## src/rtl/mem_req_pkg.sv

```systemverilog
// Shared types for the 16-word memory request master: FSM encoding, command and response payloads.
package mem_req_pkg;

   localparam int unsigned MEM_ADDR_W = 4;
   localparam int unsigned MEM_DATA_W = 32;

   typedef enum logic [1:0] {
      ST_IDLE = 2'd0,
      ST_REQ  = 2'd1,
      ST_RSP  = 2'd2
   } state_e;

   typedef struct packed {
      logic                  rnw;
      logic [MEM_ADDR_W-1:0] addr;
      logic [MEM_DATA_W-1:0] wdata;
   } mem_cmd_t;

   typedef struct packed {
      logic [MEM_DATA_W-1:0] rdata;
      logic                  err;
   } mem_rsp_t;

   // Watchdog counter width; a disabled watchdog still gets one bit so the register exists.
   function automatic int unsigned wdog_width(input int unsigned timeout);
      return (timeout == 0) ? 1 : $clog2(timeout + 1);
   endfunction

endpackage

```

## src/rtl/mem_cmd_fifo.sv

```systemverilog
// In-order command buffer; an extra pointer bit separates full from empty.
module mem_cmd_fifo
   import mem_req_pkg::*;
#(
   parameter int unsigned DEPTH = 4
) (
   input  logic     clk,
   input  logic     reset_n,
   input  logic     i_push,
   input  mem_cmd_t i_cmd,
   input  logic     i_pop,
   output mem_cmd_t o_head,
   output logic     o_full,
   output logic     o_empty
);

   localparam int unsigned PTR_W = $clog2(DEPTH);

   logic [PTR_W:0] r_wr_ptr;
   logic [PTR_W:0] r_rd_ptr;
   mem_cmd_t       r_mem [DEPTH];
   logic           w_push;
   logic           w_pop;

   assign o_empty = (r_wr_ptr == r_rd_ptr);
   assign o_full  = (r_wr_ptr[PTR_W] != r_rd_ptr[PTR_W]) &&
                    (r_wr_ptr[PTR_W-1:0] == r_rd_ptr[PTR_W-1:0]);
   assign w_push  = i_push && !o_full;
   assign w_pop   = i_pop && !o_empty;
   assign o_head  = r_mem[r_rd_ptr[PTR_W-1:0]];

   always_ff @(posedge clk or negedge reset_n) begin
      if (!reset_n) begin
         r_wr_ptr <= '0;
         r_rd_ptr <= '0;
      end else begin
         if (w_push) r_wr_ptr <= r_wr_ptr + (PTR_W+1)'(1);
         if (w_pop)  r_rd_ptr <= r_rd_ptr + (PTR_W+1)'(1);
      end
   end

   // Storage needs no reset: the head is only consumed while non-empty.
   always_ff @(posedge clk) begin
      if (w_push) r_mem[r_wr_ptr[PTR_W-1:0]] <= i_cmd;
   end

endmodule

```

## src/rtl/mem_req_master.sv

```systemverilog
// Upstream master: queues commands, runs one memory req/ready transaction at a time
// with a watchdog, and returns one in-order response per command.
module mem_req_master
   import mem_req_pkg::*;
#(
   parameter int unsigned ADDR_W     = MEM_ADDR_W,
   parameter int unsigned DATA_W     = MEM_DATA_W,
   parameter int unsigned FIFO_DEPTH = 4,
   parameter int unsigned TIMEOUT    = 15
) (
   input  logic              clk,
   input  logic              reset_n,
   input  logic              cmd_valid_i,
   output logic              cmd_ready_o,
   input  logic              cmd_rnw_i,
   input  logic [ADDR_W-1:0] cmd_addr_i,
   input  logic [DATA_W-1:0] cmd_wdata_i,
   output logic              req_o,
   output logic              req_rnw_o,
   output logic [ADDR_W-1:0] req_addr_o,
   output logic [DATA_W-1:0] req_wdata_o,
   input  logic              req_ready_i,
   input  logic [DATA_W-1:0] req_rdata_i,
   output logic              rsp_valid_o,
   input  logic              rsp_ready_i,
   output logic [DATA_W-1:0] rsp_rdata_o,
   output logic              rsp_err_o,
   output logic              busy_o
);

   localparam int unsigned      CNT_W     = wdog_width(TIMEOUT);
   localparam logic [CNT_W-1:0] WDOG_LAST = CNT_W'(TIMEOUT - 1);
   localparam logic [CNT_W-1:0] WDOG_MAX  = '1;
   localparam logic [1:0]       S_IDLE    = ST_IDLE;
   localparam logic [1:0]       S_REQ     = ST_REQ;
   localparam logic [1:0]       S_RSP     = ST_RSP;

   logic [1:0]       r_state;
   logic [1:0]       w_next_state;
   mem_cmd_t         r_issue;
   mem_rsp_t         r_rsp;
   mem_rsp_t         w_rsp_next;
   logic [CNT_W-1:0] r_wdog;
   logic [CNT_W-1:0] w_wdog_next;
   logic             r_req;
   logic             r_rsp_valid;
   logic             w_pop;
   logic             w_capture;
   logic             w_push;
   mem_cmd_t         w_push_cmd;
   mem_cmd_t         w_head;
   logic             w_full;
   logic             w_empty;

   assign w_push           = cmd_valid_i && !w_full;
   assign w_push_cmd.rnw   = cmd_rnw_i;
   assign w_push_cmd.addr  = MEM_ADDR_W'(cmd_addr_i);
   assign w_push_cmd.wdata = MEM_DATA_W'(cmd_wdata_i);

   mem_cmd_fifo #(
      .DEPTH (FIFO_DEPTH)
   ) u_cmd_fifo (
      .clk     (clk),
      .reset_n (reset_n),
      .i_push  (w_push),
      .i_cmd   (w_push_cmd),
      .i_pop   (w_pop),
      .o_head  (w_head),
      .o_full  (w_full),
      .o_empty (w_empty)
   );

   // State register.
   always_ff @(posedge clk or negedge reset_n) begin
      if (!reset_n) r_state <= S_IDLE;
      else          r_state <= w_next_state;
   end

   // Next state, FIFO pop, response capture and watchdog update.
   always_comb begin
      w_next_state = r_state;
      w_pop        = 1'b0;
      w_capture    = 1'b0;
      w_rsp_next   = r_rsp;
      w_wdog_next  = r_wdog;
      case (r_state)
         S_IDLE: begin
            if (!w_empty) begin
               w_pop        = 1'b1;
               w_wdog_next  = '0;
               w_next_state = S_REQ;
            end
         end
         S_REQ: begin
            // Memory ready wins over a timeout landing in the same cycle.
            if (req_ready_i) begin
               w_capture        = 1'b1;
               w_rsp_next.rdata = r_issue.rnw ? MEM_DATA_W'(req_rdata_i) : '0;
               w_rsp_next.err   = 1'b0;
               w_next_state     = S_RSP;
            end else if ((TIMEOUT != 0) && (r_wdog == WDOG_LAST)) begin
               w_capture        = 1'b1;
               w_rsp_next.rdata = '0;
               w_rsp_next.err   = 1'b1;
               w_next_state     = S_RSP;
            end else if (r_wdog != WDOG_MAX) begin
               w_wdog_next = r_wdog + CNT_W'(1);
            end
         end
         S_RSP: begin
            if (rsp_ready_i) begin
               if (!w_empty) begin
                  w_pop        = 1'b1;
                  w_wdog_next  = '0;
                  w_next_state = S_REQ;
               end else begin
                  w_next_state = S_IDLE;
               end
            end
         end
         default: w_next_state = S_IDLE;
      endcase
   end

   // Issue, response and watchdog registers plus registered handshake outputs.
   always_ff @(posedge clk or negedge reset_n) begin
      if (!reset_n) begin
         r_issue     <= '0;
         r_rsp       <= '0;
         r_wdog      <= '0;
         r_req       <= 1'b0;
         r_rsp_valid <= 1'b0;
      end else begin
         if (w_pop)     r_issue <= w_head;
         if (w_capture) r_rsp   <= w_rsp_next;
         r_wdog      <= w_wdog_next;
         r_req       <= (w_next_state == S_REQ);
         r_rsp_valid <= (w_next_state == S_RSP);
      end
   end

   assign cmd_ready_o = !w_full;
   assign req_o       = r_req;
   assign req_rnw_o   = r_issue.rnw;
   assign req_addr_o  = ADDR_W'(r_issue.addr);
   assign req_wdata_o = DATA_W'(r_issue.wdata);
   assign rsp_valid_o = r_rsp_valid;
   assign rsp_rdata_o = DATA_W'(r_rsp.rdata);
   assign rsp_err_o   = r_rsp.err;
   assign busy_o      = !w_empty || (r_state != S_IDLE);

endmodule

```

## config.mk

```make
export PLATFORM = sky130hd
export DESIGN_NAME = mem_req_master
export DESIGN_NICKNAME = d
export VERILOG_FILES = /design/src/rtl/mem_req_pkg.sv /design/src/rtl/mem_cmd_fifo.sv /design/src/rtl/mem_req_master.sv
export SDC_FILE = /design/constraint.sdc
export NUM_CORES = 1
export LEC_CHECK = 0
export CORE_MARGIN = 2
export CORE_UTILIZATION = 65
export CTS_CLUSTER_SIZE = 40
export DETAILED_ROUTE_END_ITERATION = 16
export DONT_BUFFER_PORTS = 1
export GPL_TIMING_DRIVEN = 0
export PLACE_DENSITY = 0.77
export SLEW_MARGIN = 30
export SYNTH_ARGS = -nofsm -noshare
export SYNTH_HDL_FRONTEND = slang
export SYNTH_HIERARCHICAL = 1
export SYNTH_SLANG_ARGS = --single-unit
```

## constraint.sdc

```tcl
create_clock -name clk -period 7 [get_ports clk]
set_clock_uncertainty 0.05 [all_clocks]
set_input_delay 1.75 -clock clk [delete_from_list [all_inputs] [get_ports clk]]
set_output_delay 1.75 -clock clk [all_outputs]
set_load 0.03 [all_outputs]
```

==> impl_metrics.py <==
metrics = {
    "global_routing": {
        "antenna_found_initial": 0,
        "grt_pass1_vias": 4799,
        "grt_overflow": 0,
        "grt_pass1_wl_mm": 26.08,
        "globalRouteTotalUtil_pct": 23.77,
        "grt_max_degree": 85,
    },
    "floorplanning": {
        "ios": 148,
        "start_util_pct": 66.67,
        "die_h_um": 120.8,
        "coreArea_um2": 13300,
        "num_rows": 42,
        "dieArea_um2": 14590,
        "fp.dieW_um": 120.8,
    },
    "clock_network": {
        "cts_tree": "done",
        "clkTransAtPathRegs_ns": 0.06,
        "post_cts_buffers": 0,
        "cts.repair.resized": 0,
        "cts_sinks": 232,
        "cts_root_buffer": "clkbuf_16",
        "cts.path.max_buffers": 3,
        "worstSkewPairLatency_ns": 0.51,
        "cts_buffers": 23,
        "htreeDepth": 1,
        "cts_hold_buf": 0,
    },
    "place": {
        "gp_congestion": 0.8167,
        "portBuffers": 0,
        "hpwl_mm": 10.35,
    },
    "timing": {
        "rsz0062_at_grt": "false",
        "fmax_mhz": 261.3,
        "worst_pin_slew_ns": 0.7479,
        "slew_headroom_pct": 50.14,
        "final-setup-viol-count": 0,
        "finalCritPeriodShare_pct": 54.68,
        "hold_ws_ns": 0.5030,
        "slew_viol_final": 0,
        "final.setup.tns_ns": 0,
        "hold_violations": 0,
        "fin_crit_ns": 3.827,
    },
    "drt": {
        "routedWlPerCell_um": 22.79,
        "final_antenna_net_count": 0,
        "drt_iter0_drc": 241,
        "drt_wl_total_mm": 16.84,
        "drc": 0,
        "vias_per_cell": 6.068,
        "first_pass_iters": 5,
        "vias": 4484,
    },
    "hold_path": {
        "min_path_type": "reg -> reg",
    },
    "finish": {
        "drive_above_1_share_pct": 18.47,
        "layout.nets": 628,
        "seq_area_um2": 6546,
        "n_antenna_cell": 0,
        "multiInputGateArea_um2": 2123,
        "syn_to_final_growth_pct": 11.60,
        "fill_cells": 794,
    },
    "logic_synthesis": {
        "ys_warn_count": 6,
        "ys_seq_area_share_pct": 73.86,
        "syn-cell-area_um2": 8864,
        "yosysUniqueCellTypes": 43,
        "syn_nets": 601,
        "ys_ff_latch": 232,
        "synth_area_per_cell_um2": 17.05,
        "netlist_instances": 520,
    },
    "power_and_ir_drop": {
        "p_leak_nw": 3.836,
        "vdd_ir_drop_max_v": 0.0002679,
        "power_density_nw_per_um2": 524.6,
    },
    "run": {
        "maxCapViolCount": 0,
    },
    "setup_path": {
        "path_class": "reg -> out",
        "required_ns": 5.20,
        "critPathArrivalTime_ns": 2.03,
        "r2r_slack_ns": 4.32,
        "crit_fanout": 10,
        "endpoint_kind": "output port",
        "startpoint_type": "flop",
    },
    "run_status": {
        "outcome": "completed",
    },
}
[synth_stat cells (all sizes together)]
library cell / n / area (um^2)
edfxtp: 148 / 4444
nand2: 117 / 444.2
dfrtp: 84 / 2102
mux4: 37 / 840.8
a22o: 32 / 280.3
buf: 21 / 172.7
ha: 7 / 87.58
inv: 7 / 26.27
a21oi: 6 / 30.03
o31ai: 6 / 45.04
and3: 5 / 36.28
clkbuf: 5 / 18.77
nor2: 5 / 18.77
xnor2: 5 / 51.30
a31oi: 4 / 31.28
nand2b: 4 / 25.02
nand3: 4 / 20.02
o21ai: 4 / 20.02
xor2: 4 / 50.05
a211oi: 2 / 15.01
nor2b: 2 / 20.02
nor3: 2 / 10.01
a21o: 1 / 7.510
a31o: 1 / 8.760
a32oi: 1 / 8.760
a41oi: 1 / 8.760
and2: 1 / 6.260
nand3b: 1 / 7.510
nand4b: 1 / 8.760
o211a: 1 / 10.01
o21bai: 1 / 7.510
[worst paths after layout]
check / depth (start not counted) / endpoint / from
max: 5 / busy_o / u_cmd_fifo/r_rd_ptr[0]$_DFFE_PN0P_
min: 1 / r_wdog[0]$_DFFE_PN0P_ / r_wdog[0]$_DFFE_PN0P_
max reg2reg: 8 / u_cmd_fifo/r_mem[3][1]$_DFFE_PP_ / u_cmd_fifo/r_rd_ptr[1]$_DFFE_PN0P_
min reg2reg: 1 / r_wdog[0]$_DFFE_PN0P_ / r_wdog[0]$_DFFE_PN0P_
max in group asynchronous: 0 / req_wdata_o[2]$_DFFE_PN0P_ / reset_n
min in group asynchronous: 0 / req_wdata_o[20]$_DFFE_PN0P_ / reset_n
[through the flow]
step,cells,utilization [%],area [um^2],worst slack (ns),total power [mW]
3_3_place_gp,696,68.32,9084,2.183,3.937
2_1_floorplan,520,-,8864,3.194,3.596
6_report,739,74.40,9892,3.173,5.189
3_5_place_dp,698,68.73,9138,3.643,4.015
5_1_grt,739,74.40,9892,3.058,5.457
4_1_cts,739,74.40,9892,3.154,5.234
[metal layers]
layer	part of all wire [%]	GRT usage (%)
met5	0	0
met4	1.1	5.233
met3	9.7	7.406
met2	52	42.09
met1	37	28.90
[sequential cells by signal (all words and copies together), names as in the netlist]
name and flops:
rsp_valid_o 1, req_o 1, req_wdata_o 32, r_state 2, u_cmd_fifo/r_wr_ptr 3, rsp_err_o 1
req_addr_o 4, rsp_rdata_o 32, u_cmd_fifo/r_mem 148, r_wdog 4, req_rnw_o 1, u_cmd_fifo/r_rd_ptr 3
[cell usage in the layout, fill, tap and decap left out, types with 5 or more instances in the layout]
cell,n
a21oi_1,6
a22o_1,32
buf_2,11
buf_8,5
clkbuf_1,11
clkbuf_16,25
dfrtp_1,84
edfxtp_1,148
ha_1,7
inv_1,6
mux4_2,35
nand2_1,115
nor2_1,5
o31ai_1,6
[power by group]
group          internal [mW]  switching, mW  total, mW
registers               1.93          0.645       2.57
clock network          0.720          0.484       1.20
logic                  0.583          0.831       1.41
total                   3.23           1.96       5.19
[critical path, stage by stage, from the launching register on]
cell     delay [ns]
dfrtp_1        0.40
buf_6          0.14
buf_12         0.15
xor2_2         0.21
nor3_1         0.32
nand2_1        0.29
[final cells by class]
class	instances	share of cell area, %
flip-flops and latches	232	66.18
multi-input cells	255	21.46
inverters	7	0.2656
clock buffers	34	6.969
repair buffers	2	0.3036
plain buffers	26	1.935
well taps	176	2.226
clock inverters	7	0.6577
[kinds of logic (layout without fill, tap and decap cells)]
kind of cell | after synthesis | after routing | share of synthesized area [%]
compound gates | 60 | 60 | 5.336
xor+xnor | 9 | 9 | 1.143
fa+ha+maj | 7 | 7 | 0.9881
buf+inv | 33 | 76 | 2.456
flops | 232 | 232 | 73.86
mux | 37 | 37 | 9.486
simple gates | 142 | 142 | 6.733
Power figures use the tool's default switching activity.
